[src/rtl/draw_pkg.sv]
// Shared definitions for the frame renderer: default screen geometry, colour width,
// FSM state encoding and the reset/idle pixel colour.
package draw_pkg;

    localparam int DEF_H_RES   = 160;
    localparam int DEF_V_RES   = 120;
    localparam int DEF_COLOR_W = 3;

    localparam logic [DEF_COLOR_W-1:0] BLACK = '0;

    typedef enum logic [1:0] {
        S_IDLE,
        S_REQ,
        S_CALC,
        S_DRAW
    } draw_state_t;

endpackage

[src/rtl/column_span_calc.sv]
// Combinational column geometry: clamps the wall height, centres the wall vertically
// and picks ceiling / wall / floor colour for one row of an already-computed span.
module column_span_calc
    import draw_pkg::*;
#(
    parameter int V_RES   = DEF_V_RES,
    parameter int YW      = 7,
    parameter int HW      = 8,
    parameter int COLOR_W = DEF_COLOR_W
) (
    input  logic [HW-1:0]      slice_height,
    input  logic               slice_skip,
    output logic [YW:0]        span_h,
    output logic [YW-1:0]      span_top,
    input  logic [YW-1:0]      row,
    input  logic [YW-1:0]      row_top,
    input  logic [YW:0]        row_h,
    input  logic [COLOR_W-1:0] ceil_color,
    input  logic [COLOR_W-1:0] wall_color,
    input  logic [COLOR_W-1:0] floor_color,
    output logic [COLOR_W-1:0] pixel_color
);

    logic [YW:0] gap;
    logic [YW:0] row_ext;
    logic [YW:0] wall_end;

    // NOTE: every signal written in always_comb gets a default first, otherwise a latch is inferred.
    always_comb begin
        span_h = (YW+1)'(V_RES);
        if (slice_skip) begin
            span_h = '0;
        end else if (int'(slice_height) < V_RES) begin
            span_h = (YW+1)'(slice_height);
        end
    end

    // Floor division: an odd leftover places the wall half a pixel high.
    assign gap      = (YW+1)'(V_RES) - span_h;
    assign span_top = YW'(gap >> 1);

    // One extra bit so top + h never wraps even when V_RES == 2**YW.
    assign row_ext  = {1'b0, row};
    assign wall_end = {1'b0, row_top} + row_h;

    always_comb begin
        pixel_color = floor_color;
        if (row_ext < {1'b0, row_top}) begin
            pixel_color = ceil_color;
        end else if (row_ext < wall_end) begin
            pixel_color = wall_color;
        end
    end

endmodule

[src/rtl/frame_column_renderer.sv]
// Raycast frame renderer: fetches one slice per column and writes every pixel of it.
// Optional FRAME_SIDE_SHADE_EN adds slice_side / wall_alt_color for side-shaded walls.
module frame_column_renderer
    import draw_pkg::*;
#(
    parameter int H_RES   = DEF_H_RES,
    parameter int V_RES   = DEF_V_RES,
    parameter int XW      = 8,
    parameter int YW      = 7,
    parameter int HW      = 8,
    parameter int COLOR_W = DEF_COLOR_W
) (
    input  logic               clock,
    input  logic               resetn,
    input  logic               frame_start,
    input  logic [COLOR_W-1:0] ceil_color,
    input  logic [COLOR_W-1:0] floor_color,
    output logic               slice_req,
    output logic [XW-1:0]      slice_col,
    input  logic               slice_ack,
    input  logic [HW-1:0]      slice_height,
    input  logic [COLOR_W-1:0] slice_color,
    input  logic               slice_skip,
`ifdef FRAME_SIDE_SHADE_EN
    input  logic               slice_side,
    input  logic [COLOR_W-1:0] wall_alt_color,
`endif
    input  logic               plot_ready,
    output logic               plot,
    output logic [XW-1:0]      x,
    output logic [YW-1:0]      y,
    output logic [COLOR_W-1:0] color,
    output logic               busy,
    output logic               frame_done,
    output logic               frame_dropped
);

    draw_state_t state_q, state_d;

    logic               frame_start_q;
    logic               start_edge;
    logic [XW-1:0]      col_q;
    logic [YW-1:0]      row_q;
    logic [COLOR_W-1:0] ceil_q, floor_q, wall_color_q;
    logic [HW-1:0]      height_q;
    logic               skip_q;
    logic [YW-1:0]      top_q;
    logic [YW:0]        h_q;
    logic               frame_done_q, frame_dropped_q;

    logic               pixel_accept;
    logic               last_row, last_col;
    logic [YW:0]        span_h;
    logic [YW-1:0]      span_top;
    logic [COLOR_W-1:0] pixel_color;

    assign start_edge   = frame_start & ~frame_start_q;
    assign pixel_accept = (state_q == S_DRAW) && plot_ready;
    assign last_row     = (row_q == YW'(V_RES - 1));
    assign last_col     = (col_q == XW'(H_RES - 1));

    column_span_calc #(
        .V_RES   (V_RES),
        .YW      (YW),
        .HW      (HW),
        .COLOR_W (COLOR_W)
    ) u_span (
        .slice_height (height_q),
        .slice_skip   (skip_q),
        .span_h       (span_h),
        .span_top     (span_top),
        .row          (row_q),
        .row_top      (top_q),
        .row_h        (h_q),
        .ceil_color   (ceil_q),
        .wall_color   (wall_color_q),
        .floor_color  (floor_q),
        .pixel_color  (pixel_color)
    );

    always_comb begin
        state_d = state_q;
        case (state_q)
            S_IDLE: if (start_edge) state_d = S_REQ;
            S_REQ:  if (slice_ack) state_d = S_CALC;
            S_CALC: state_d = S_DRAW;
            S_DRAW: begin
                if (pixel_accept && last_row) begin
                    state_d = last_col ? S_IDLE : S_REQ;
                end
            end
            default: state_d = S_IDLE;
        endcase
    end

    // NOTE: sequential state uses non-blocking assignments so every register samples pre-edge values.
    always_ff @(posedge clock or negedge resetn) begin
        if (!resetn) begin
            state_q         <= S_IDLE;
            frame_start_q   <= 1'b0;
            col_q           <= '0;
            row_q           <= '0;
            ceil_q          <= '0;
            floor_q         <= '0;
            wall_color_q    <= '0;
            height_q        <= '0;
            skip_q          <= 1'b0;
            top_q           <= '0;
            h_q             <= '0;
            frame_done_q    <= 1'b0;
            frame_dropped_q <= 1'b0;
        end else begin
            state_q         <= state_d;
            frame_start_q   <= frame_start;
            frame_done_q    <= pixel_accept && last_row && last_col;
            frame_dropped_q <= start_edge && (state_q != S_IDLE);

            case (state_q)
                S_IDLE: begin
                    if (start_edge) begin
                        ceil_q  <= ceil_color;
                        floor_q <= floor_color;
                        col_q   <= '0;
                    end
                end
                S_REQ: begin
                    if (slice_ack) begin
                        height_q <= slice_height;
                        skip_q   <= slice_skip;
`ifdef FRAME_SIDE_SHADE_EN
                        wall_color_q <= slice_side ? wall_alt_color : slice_color;
`else
                        wall_color_q <= slice_color;
`endif
                    end
                end
                S_CALC: begin
                    top_q <= span_top;
                    h_q   <= span_h;
                    row_q <= '0;
                end
                S_DRAW: begin
                    if (pixel_accept) begin
                        if (last_row) begin
                            row_q <= '0;
                            if (!last_col) col_q <= col_q + XW'(1);
                        end else begin
                            row_q <= row_q + YW'(1);
                        end
                    end
                end
                default: ;
            endcase
        end
    end

    // Outputs decode straight from registers, so they hold steady across a stall
    // and collapse immediately on reset.
    assign slice_req     = (state_q == S_REQ);
    assign slice_col     = col_q;
    assign busy          = (state_q != S_IDLE);
    assign plot          = (state_q == S_DRAW);
    assign x             = col_q;
    assign y             = row_q;
    assign color         = plot ? pixel_color : COLOR_W'(BLACK);
    assign frame_done    = frame_done_q;
    assign frame_dropped = frame_dropped_q;

endmodule

[config.mk]
export PLATFORM = sky130hd
export DESIGN_NAME = frame_column_renderer
export DESIGN_NICKNAME = d
export VERILOG_FILES = /design/src/rtl/draw_pkg.sv /design/src/rtl/column_span_calc.sv /design/src/rtl/frame_column_renderer.sv
export SDC_FILE = /design/constraint.sdc
export NUM_CORES = 1
export LEC_CHECK = 0
export ABC_AREA = 1
export BUFFER_PORTS_ARGS = -buffer_cell sky130_fd_sc_hd__buf_2
export CELL_PAD_IN_SITES_DETAIL_PLACEMENT = 0
export CELL_PAD_IN_SITES_GLOBAL_PLACEMENT = 1
export CORE_ASPECT_RATIO = 1.1
export CORE_UTILIZATION = 45
export DETAILED_ROUTE_END_ITERATION = 8
export HOLD_SLACK_MARGIN = 0.06
export PLACE_DENSITY_LB_ADDON = 0.15
export SLEW_MARGIN = 20
export SYNTH_ARGS = -nofsm -noshare
export SYNTH_HDL_FRONTEND = slang
export SYNTH_SLANG_ARGS = --single-unit
[constraint.sdc]
create_clock -name clock -period 3.75 [get_ports clock]
set_input_delay 0 -clock clock [delete_from_list [all_inputs] [get_ports clock]]
set_output_delay 0 -clock clock [all_outputs]
set_load 0.005 [all_outputs]
; ---- Word-level counts from Yosys, hierarchy flattened
; Index checks and enable logic that the tools add are counted.
[classes]
addsub = 4
multipliers = 0
n_div = 0
order_cmp = 3
n_eq_ne = 11
n_shift = 0
muxes = 18
n_bitwise = 2
n_reduce_logical = 13
[op_table]
columns = operator, n
row1 = $mux W8, 6
row2 = $pmux W8 S2, 1
row3 = $mux W7, 2
row4 = $pmux W7 S2, 1
row5 = $mux W3, 3
row6 = $add A7 B8 Y8, 1
row7 = $add A8 B1 Y8 const B, 1
row8 = $eq A8 B8 Y1 const B, 1
row9 = $lt A7 B8 Y1, 1
row10 = $lt A8 B7 Y1 const B, 1
row11 = $ne A2 B1 Y1 const B, 4
row12 = $pmux W2 S4, 1
row13 = $sub A7 B8 Y8 const A, 1
row14 = $add A7 B1 Y7 const B, 1
row15 = $eq A7 B7 Y1 const B, 1
row16 = $lt A7 B7 Y1, 1
row17 = $mux W2, 3
row18 = $reduce_and A2 Y1, 3
row19 = $reduce_bool A2 Y1, 3
row20 = $reduce_and A5 Y1, 1
row21 = $eq A2 B2 Y1 const B, 2
row22 = $logic_and A1 B1 Y1, 4
row23 = $ne A2 B2 Y1 const B, 2
row24 = $reduce_and A3 Y1, 1
row25 = other kinds (5), 5
[totals]
reg_bits = 53
latch_bits = 0
mem_bits_rw = 0
mem_bits_ro = 0
input_bits = 23
output_inout_bits = 31
elab_cells = 64
memories = 0

; ---- Depth between registers and ports, before layout
; Gate-level depths: netlist of the first run.
[logic_depth]
depth_word = 5
mapped_depth = 17
mapped_depth_nobuf = 17

; ---- Hierarchy
; A second synthesis of the first run with hierarchy kept.
[hier_totals]
cells_unflattened = 404
hier_area_um2 = 3449.6
[modules_own_cells]
columns = module, n_inst, cells_per_inst, area_each_um2, seq_area_each_um2
row1 = frame_column_renderer, 1, 252, 2542.4, 1326.3
row2 = column_span_calc, 1, 152, 907.1, 0.0

; ---- Worst setup path before layout of the first run
; OpenSTA, ideal clock, no wires.
[synth_path]
kind = register to output
startpoint = register top_q[0]
endpoint = output port color[0]
arrival_ps = 2360
required_time_ps = 3750
path_slack_ps = 1390
path_stages_with_launch = 18
n_path_buf = 0
path_cell_list = dfrtp_1 -> ha_1 -> fa_1 -> nand3_1 -> nand2_1 -> nand2_1 -> nand2_1 -> a21oi_1 -> xor2_1 -> ha_1 -> and3_1 -> nand2_1 -> nand2_1 -> nand2_1 -> nand2_1 -> nand3_1 -> nand2_1 -> inv_1
[synth_between]
elab_chain_cells = 5
elab_cells_between_ends = 6
cone_classes = add/sub (1) / order compare (2) / mux (3)
[synth_lines]
columns = item, line
row1 = from (decl), frame_column_renderer.sv:47  ; logic [YW-1:0] top_q;
row2 = from (signal assigned), frame_column_renderer.sv:138  ; top_q <= span_top;
row3 = $add A7 B8 Y8, column_span_calc.sv:44  ; assign wall_end = {1'b0, row_top} + row_h;
row4 = $lt A7 B8 Y1, column_span_calc.sv:50  ; end else if (row_ext < wall_end) begin
row5 = $mux W3, column_span_calc.sv:50
row6 = $mux W3 (*), column_span_calc.sv:48  ; if (row_ext < {1'b0, row_top}) begin
row7 = $mux W3 (*), frame_column_renderer.sv:165  ; assign color = plot ? pixel_color : COLOR_W'(BLACK);
row8 = to (decl), frame_column_renderer.sv:32  ; output logic [COLOR_W-1:0] color,
; Mark *: on every way between the ends. The rest lies on a longest branch, timed or not.

; ---- Worst setup path in the final report of the first run
[layout_path]
startpoint = register top_q[0]
endpoint = output port color[2]
; The elaborated chain is that of the path after synthesis.

==> results of run 1 <==
-- flip-flops by register name, summed over array words and instances, names as in the netlist, 2 cells and up --
register / flops
wall_color_q: 3
h_q: 8
height_q: 8
state_q: 2
slice_col: 8
top_q: 7
y: 7
ceil_q: 3
floor_q: 3
-- cells in the mapped netlist (all sizes together) --
cell type and instances:
a31o 1, a21oi 21, clkbuf 4, nand2 97
nand3 25, o22ai 4, buf 9, o31ai 1
inv 54, or2 2, nand4 3, nor3 1
o221ai 1, nor2 36, and3 1, nand3b 5
a31oi 1, a21o 2, a311oi 1, ha 26
dfrtp 53, mux2 11, o31a 1, o21bai 1
o21ai 21, fa 1, xor2 7, xnor2 3
-- layer usage --
layer / routed length, um / track usage, % / share of wire [%] / up-vias
met4: 61 / 4.31 / 0.90 / 0
met5: 0 / 0 / 0 / -
met1: 3440 / 26.3 / 51 / 1192
met2: 3130 / 34.2 / 46 / 40
li1: - / - / - / 1399
met3: 176 / 3.02 / 2.6 / 6
-- stage by stage --
step                      hold slack, ns  worst slack [ns]
after floorplan                   -0.296              1.39
after global placement             0.138              1.17
after detailed placement           0.140              1.11
after CTS                          0.107             0.765
after global routing               0.122             0.464
final                              0.112             0.772
-- layout make-up --
cell class / instances / area [um2] / share of cell area, %
Clock buffer: 7 / 86.3 / 2.26
Tap cell: 85 / 106 / 2.79
Timing Repair Buffer: 74 / 473 / 12.4
Multi-Input combinational cell: 273 / 1620 / 42.4
Sequential cell: 53 / 1330 / 34.7
Inverter: 54 / 208 / 5.44
-- worst paths after layout --
kind	endpoint	slack [ns]	cells after the start
worst max register to register	y[4]	1.39	7
max in group asynchronous	floor_q[0]	2.94	3
worst max-delay path	color[2]	0.77	18
worst min register to register	h_q[4]	0.50	2
worst min-delay path	frame_done	0.11	5
min in group asynchronous	y[3]	0.35	3
-- worst max-delay path, cell delays in order (launching register included) --
cell and delay (ns):
dfrtp_1 0.41, ha_1 0.23, fa_1 0.41, nand3_1 0.09, nand2_1 0.08, nand2_1 0.06
nand2_1 0.04, a21oi_1 0.14, xor2_1 0.17, ha_1 0.26, and3_1 0.18, nand2_1 0.06
nand2_1 0.10, nand2_1 0.12, nand2_1 0.07, nand3_1 0.07, nand2_1 0.05, inv_1 0.04
buf_2 0.10
-- kinds of logic (layout without fill, tap and decap cells) --
logic type | Yosys count | after routing | share of synthesized area, %
buffers and inverters | 67 | 135 | 8.90
and+or+nand+nor | 170 | 170 | 23.0
xor gates and xnor gates | 10 | 10 | 2.71
AOI/OAI and AO/OA | 55 | 55 | 9.83
DFF | 53 | 53 | 41.0
adders and majority gates | 27 | 27 | 10.7
muxes | 11 | 11 | 3.83
-- power breakdown --
group,switching [mW],internal [mW],total [mW]
Combinational,0.670,0.460,1.13
Sequential,0.136,0.755,0.890
Clock,0.174,0.147,0.321
==> results.md, run 1 <==
- Status: finished, final reports clean
- CTS Sinks: 53
- Hold-fix buffers, CTS: 20
- Final setup viols: 0
- Hold Crit Class: input pin to flop
- Antenna violations before repair: 0
- Clock latency at the later pin of the worst-skew pair: ~0.3 ns
- Most frequent cells in the layout: nand2_1 (95), inv_1 (53), dfrtp_1 (53), buf_2 (53), nor2_1 (34)
- Syn nets: between 400 and 500
- Clock slew at reported path FFs: 0.09 ns
- Crit path DAT: 2.98 ns
- Final nets: 511
- Synth Instances: 393
- Placer Congestion: 0.861
- Final Cycle Share: 79.4%
- Vias in the first global route: 2612
- Clock skew: 0.00580 ns
- Total global routing overflow: 0
- Commonest non-fill, non-tap cell in the layout: nand2_1
- Detail Route Antenna Nets: 0
- HPWL after DPL: 5070 um
- # IOs: 54
- Setup crit end kind: output port
- Placed cell area: 3530 um2
- Yosys reg bits: 53
- Inserted Diodes: 0
- DRT iter0 DRCs: 87
- Rel. slew slack: 54.3%
- Post-synth top area cell: dfrtp_1
- Critical Path Source: top_q[0]
- Cell count after placement: between 500 and 600
- Yosys warnings: 0
- Pin count of the biggest net entering global routing: 54
- Fin util: between 50% and 60%
- DR vias/cell: 4.83
- Worst r2r src: state_q[0]
- CP max FO: 4
- DRC: 0
- Die Ht: 90.9 um
- Area Overhead vs Synth: 18.1%
- H-Tree Level Count: 2
- Non-Filler Instances: between 500 and 600
- PwrDens: 613 nW/um2
- Post-route setup TNS: 0 ns
- Top cells by area, synth: dfrtp_1 (41%), nand2_1 (11%), ha_1 (10%)
- Max-cap viol count: 0
- F_max: 0.336 GHz
- Rows: 32
- Design Area, Final: 3820 um2
- First-pass GRT wire length: 12100 um
- WL/cell: 12.5 um
- Total Routing Usage GR: 19.8%
- Core area: 6970 um2
- Initial cell density of the core: 46.4%
- Netlist cell types: 38
- CTS root buffer: clkbuf_8
- Average cell area after synthesis: 8.23 um2
- Port Buffers: 53
- Setup Buffers After CTS: 0
- Final min period: 2.98 ns
- Critical hold path startpoint: plot_ready
- Die width: 82.8 um
- Leakage Power: 2.06 nW
- CP Class: flop to output port
- Total wire length: 6810 um
- Die area: roughly 7500 um2
- Vias: about 2600
- Slew Limit Fails: 0
- Layout cells sized above 1: 18.2%
- Pwr Total: approximately 2.3 mW
- Synth top area share: between 40 and 50%
- RSZ-0062 raised after global routing: false
- CTS buffer count: 5
- Sequential-to-total area share from yosys stat: 41.0%
- Worst-Margin Slew: between 0.6 and 0.7 ns
- Clock buffer depth: 2
- Number of fill cells: 689
- Synthesized cell area: 3230 um2
- Max IR drop VDD: about 0.27 mV
- Startpoint Class: flop
- Required time worst endpoint: around 3.8 ns
- CTS tree: built
- Pre-Repair DR Iteration Count: 4
- CTS resizes: 0
- Final Hold Vio Count: 0
(Power assumes the default switching activity.)
==> run 2: changes to the inputs <==
CORE_UTILIZATION = 38   (was 45)
clock period = 2.7 ns   (was 3.75 ns; I/O delays follow)
==> run 2 against run 1 <==
Net effect: the run now ends with setup timing left; largest cell class unchanged; combinational power grew 49%; cell count grew 5.9%; largest power group unchanged; highest routed layer unchanged; non-clock buffer count grew 8; critical endpoint is now color[0].
==> results.md, run 2 (synthesized netlist as in run 1, its figures left out) <==
- Status: complete, but fails checks
- Failing checks: setup timing
- Final setup viols: 3
- Placer Congestion: 0.794
- Vias in the first global route: 2691
- Hold Crit Class: input pin to flop
- F_max: 0.356 GHz
- Met2 usage: between 30% and 40%
- Clock buffer depth: 2
- Port Buffers: 53
- Detail Route Antenna Nets: 0
- Setup ws final: -0.107 ns
- Die area: 8880 um2
- Layout cells sized above 1: 21.7%
- Vias: ~2700
- Core area: 8080 um2
- Clock slew at reported path FFs: 0.10 ns
- Required time worst endpoint: 2.70 ns
- Commonest non-fill, non-tap cell in the layout: nand2_1
- Crit path cell chain: ha_2, fa_2, nand3_2, nand2_2, nand2_1, nand2_1, a21oi_2, xor2_1, ha_1, and3_1, nand2_1, nand2_2, nand2_2, nand2_1, nand3_1, nand2_1, inv_1, buf_2
- Setup crit end kind: output port
- Max IR drop VDD: approximately 0.34 mV
- Critical Path Source: top_q[0]
- CTS tree: built
- Initial cell density of the core: 40.0%
- PwrDens: 882 nW/um2
- Crit path DAT: approximately 2.8 ns
- Leakage Power: about 2.1 nW
- DRC: 0
- # IOs: 54
- R2R Setup Slk: 0.86 ns
- Hold Slack: 0.0947 ns
- Slowest stage delay, CP: 0.40 ns
- Post-Place Setup Slack: 0.0337 ns
- Antenna violations before repair: 0
- CTS buffer count: 5
- Total global routing overflow: 0
- CP Class: flop to output port
- DR vias/cell: 4.76
- Inserted Diodes: 0
- WP buf/inv: 2
- Slew Limit Fails: 0
- Met3 Use GR: 2.47%
- Final Cycle Share: 104%
- Fin util: 49.2%
- Final min period: about 2.8 ns
- Met1 Track Usage GR: about 22%
- CP max FO: 4
- WL/cell: 12.5 um
- Rel. slew slack: 54.1%
- Worst path top cell family by delay: simple AND/OR/NAND/NOR gates
- Area Overhead vs Synth: 22.9%
- Max-cap viol count: 0
- Pwr Total: 3.51 mW
- Pre-Repair DR Iteration Count: 4
- HPWL after DPL: 5300 um
- Startpoint Class: flop
- Clock skew: 0.00609 ns
- Total Routing Usage GR: 17.4%
- DRT iter0 DRCs: 139
- Most frequent cells in the layout: nand2_1 (92), inv_1 (53), dfrtp_1 (53), buf_2 (53), nor2_1 (34)
- Worst-Margin Slew: between 0.6 and 0.7 ns
- Pin count of the biggest net entering global routing: 54
- Worst r2r src: state_q[0]
- Final nets: just over 500
- Critical hold path startpoint: plot_ready
- First-pass GRT wire length: 12500 um
- Die width: 89.9 um
- Final Hold Vio Count: 0
- Rows: 34
- Critical path's slowest cell: dfrtp_1
- Post-route setup TNS: -0.296 ns
- CTS root buffer: clkbuf_8
- Total wire length: 7230 um
- Most frequent cell on the critical path: nand2_1
- Clock latency at the later pin of the worst-skew pair: between 0.3 and 0.4 ns
- Die Ht: 98.7 um
- CTS Sinks: 53
- Busiest grt layer: met2
- RSZ-0062 raised after global routing: true
- Number of fill cells: 807
- H-Tree Level Count: 2
run 2: cell types whose count changed in the layout (fill, tap and decap cells not counted), sizes merged:
cell | previous run | this run
buf | 54 | 62
bufinv | 0 | 1
clkbuf | 7 | 6
clkinvlp | 0 | 1
run 2: metrics by stage:
stage	std cells	cell area [um2]
final	578	3980
after detailed placement	545	3580
after CTS	577	3970
after global routing	578	3980
after global placement	545	3580
after floorplan	393	3230
run 2: where the power goes:
group          total (mW)  switching [mW]  internal [mW]
sequential           1.25           0.203           1.05
combinational        1.68           0.975          0.705
clock               0.577           0.275          0.302
total                3.51            1.45           2.05
run 2: path summary, 6_finish.rpt:
path / end / cells past startpoint
min in group asynchronous: y[0] / 3
setup reg to reg: y[4] / 8
hold reg to reg: h_q[3] / 2
setup / recovery: color[0] / 18
max in group asynchronous: top_q[6] / 3
hold / removal: frame_done / 5
run 2: repair_timing:
item,4_1_cts,5_1_grt
gates resized for setup,8,0
setup endpoints to repair,3,3
buffers inserted,4,1
pin swaps,2,1
hold buffers,20,0
hold endpoints to repair,73,0
run 2: area by class of cell:
| type | count | area [um2] | share of cell area (%) |
|---|---|---|---|
| clock buffer | 6 | 82.6 | 2.08 |
| clock inverter | 2 | 37.5 | 0.944 |
| inverter | 54 | 208 | 5.23 |
| multi-input combinational | 273 | 1650 | 41.6 |
| sequential | 53 | 1330 | 33.4 |
| tap | 108 | 135 | 3.40 |
| timing repair buffer | 82 | 533 | 13.4 |
run 2: worst min-delay path: cells and delay by family:
kind                   cells  cell delay, ns
buffers and inverters      2            0.14
and+or+nand+nor            3            0.24
run 2: routing by layer:
metal	part of all wire, %	routed length [um]
met5	0	0
met4	0.86	62
met3	3.0	214
met2	47	3420
met1	49	3540
==> run 3: changes to the inputs <==
CORE_MARGIN = 5   (was default)
==> run 3 against run 2 <==
Net effect: the flow still finishes with violations (setup timing); largest cell class unchanged; total power up 0.15%; wire length down 0.53%; flip-flop and latch count unchanged; via count down 2.3%; sequential power about the same; global-route usage down 2.9 points; non-clock buffer count down 1; cell count up 0.17%; critical path depth unchanged; maximum frequency up 1.2%; highest routed layer unchanged; hold slack better by 0.014 ns.
==> results.md, run 3 (synthesized netlist as in run 1, its figures left out) <==
- DRC: 0
- Antenna violations before repair: 0
- Slew Limit Fails: 0
- Post-route setup TNS: -0.158 ns
- Core area: 8360 um2
- Die Ht: 107 um
- Pin count of the biggest net entering global routing: 41
- DRT iter0 DRCs: 77
- Setup crit end kind: output port
- Met2 usage: 23.0%
- Clock slew at reported path FFs: about 0.090 ns
- Worst-Margin Slew: 0.692 ns
- Status: complete, but fails checks
- Register area: 1330 um2
- Max-cap viol count: 0
- Hold path cells: 5
- Hold Crit Class: input pin to flop
- Port Buffers: 53
- CP Class: flop to output port
- Required time worst endpoint: roughly 2.7 ns
- CTS Sinks: 53
- Clock buffer depth: 2
- Startpoint Class: flop
- Most frequent cell on the critical path: nand2_1
- Die area: 10500 um2
- Area Overhead vs Synth: 23.5%
- Total Routing Usage GR: 14.5%
- RR Endpoint: y[4]
- Final Hold Vio Count: 0
- Commonest non-fill, non-tap cell in the layout: nand2_1
- RSZ-0062 raised after global routing: true
- Critical path's slowest cell: dfrtp_1
- PwrDens: 880 nW/um2
- Met1 Track Usage GR: 20.1%
- Crit path DAT: about 2.8 ns
- Slowest stage delay, CP: 0.40 ns
- Initial cell density of the core: 38.7%
- Worst path top cell family by delay: simple AND/OR/NAND/NOR gates
- Busiest grt layer: met2
- F_max: 0.361 GHz
- CTS tree: built
- Hold Slack: 0.109 ns
- Clock skew: 0.0102 ns
- Setup ws final: -0.0737 ns
- H-Tree Level Count: 2
- CP max FO: 4
- Final setup viols: 3
- WL/cell: between 10 and 15 um
- Crit path cell chain: ha_2, fa_2, nand3_2, nand2_2, nand2_1, nand2_1, a21oi_2, xor2_1, ha_1, and3_4, nand2_4, nand2_4, nand2_4, nand2_1, nand3_1, nand2_1, inv_1, buf_2
- Rows: 35
- Endpoint of the worst hold path: frame_done
- First-pass GRT wire length: 12300 um
- Total wire length: 7190 um
- Leakage Power: about 2.1 nW
- Final nets: 518
- Number of cells on the worst reg-to-reg path: 8
- Detail Route Antenna Nets: 0
- CTS buffer count: 5
- WP buf/inv: 2
- HPWL after DPL: 5530 um
- Max IR drop VDD: ~0.36 mV
- Inserted Diodes: 0
- Multi-input gate area: 1690 um2
- Layout cells sized above 1: 22.2%
- Worst r2r src: state_q[0]
- Vias: 2686
- Final Cycle Share: 103%
- DR vias/cell: 4.64
- Die width: 97.9 um
- Critical hold path startpoint: plot_ready
- Met3 Use GR: 2.60%
- Failing checks: setup timing
- CTS root buffer: clkbuf_8
- Vias in the first global route: ~2600
- Clock latency at the later pin of the worst-skew pair: 0.30 ns
- Design Area, Final: 3990 um2
- Placed cell area: ~3600 um2
- Total global routing overflow: 0
- Pre-Repair DR Iteration Count: 4
- Number of fill cells: 857
- R2R Setup Slk: around 0.85 ns
- Placer Congestion: 0.779
- Pwr Total: 3.51 mW
- # IOs: 54
- Most frequent cells in the layout: nand2_1 (91), inv_1 (53), dfrtp_1 (53), buf_2 (53), nor2_1 (34)
- Final min period: 2.77 ns
- Fin util: 47.7%
- Rel. slew slack: about 53%
## run 3: worst min-delay path, delay by kind of cell
kind          cells  cell delay, ns
simple gates      3            0.24
buf+inv           2            0.14
## run 3: layer usage
metal | part of all wire (%) | vias up
met5 | 0 | -
met4 | 2.9 | 0
met3 | 3.6 | 12
met2 | 45 | 45
met1 | 49 | 1213
li1 | - | 1416
## run 3: how the worst max path moves through the flow
stage | cells after the start | start | end
global placement | 18 | top_q[0] | color[2]
detailed placement | 18 | top_q[0] | color[2]
global route | 18 | top_q[0] | color[0]
floorplan | 17 | top_q[0] | color[0]
CTS | 18 | h_q[0] | color[2]
finish | 18 | top_q[0] | color[2]
## run 3: report_power, final
part | internal [mW] | switching (mW) | leakage [nW] | total, mW
clock | 0.270 | 0.254 | 0.0540 | 0.524
sequential | 1.05 | 0.201 | 0.669 | 1.25
combinational | 0.751 | 0.990 | 1.39 | 1.74
## run 3: metrics by stage
| stage | setup WS [ns] | instances |
|---|---|---|
| final | -0.0737 | 579 |
| after global routing | -0.237 | 579 |
| after CTS | -0.158 | 579 |
| after detailed placement | -0.0261 | 548 |
| after global placement | 0.105 | 548 |
| after floorplan | 0.340 | 393 |
## run 3: what timing repair did
action,in CTS,in global routing
setup endpoints to repair,3,3
gates resized for setup,7,8
hold endpoints to repair,33,0
pin swaps,10,12
hold buffers,20,0
buffers inserted,4,0
cloned,0,0
## run 3: cell type report
class,instances,share of cell area (%)
clock inverter,2,0.877
inverter,54,5.20
sequential,53,33.2
tap,111,3.48
timing repair buffer,81,13.2
clock buffer,5,1.72
multi-input combinational,273,42.4
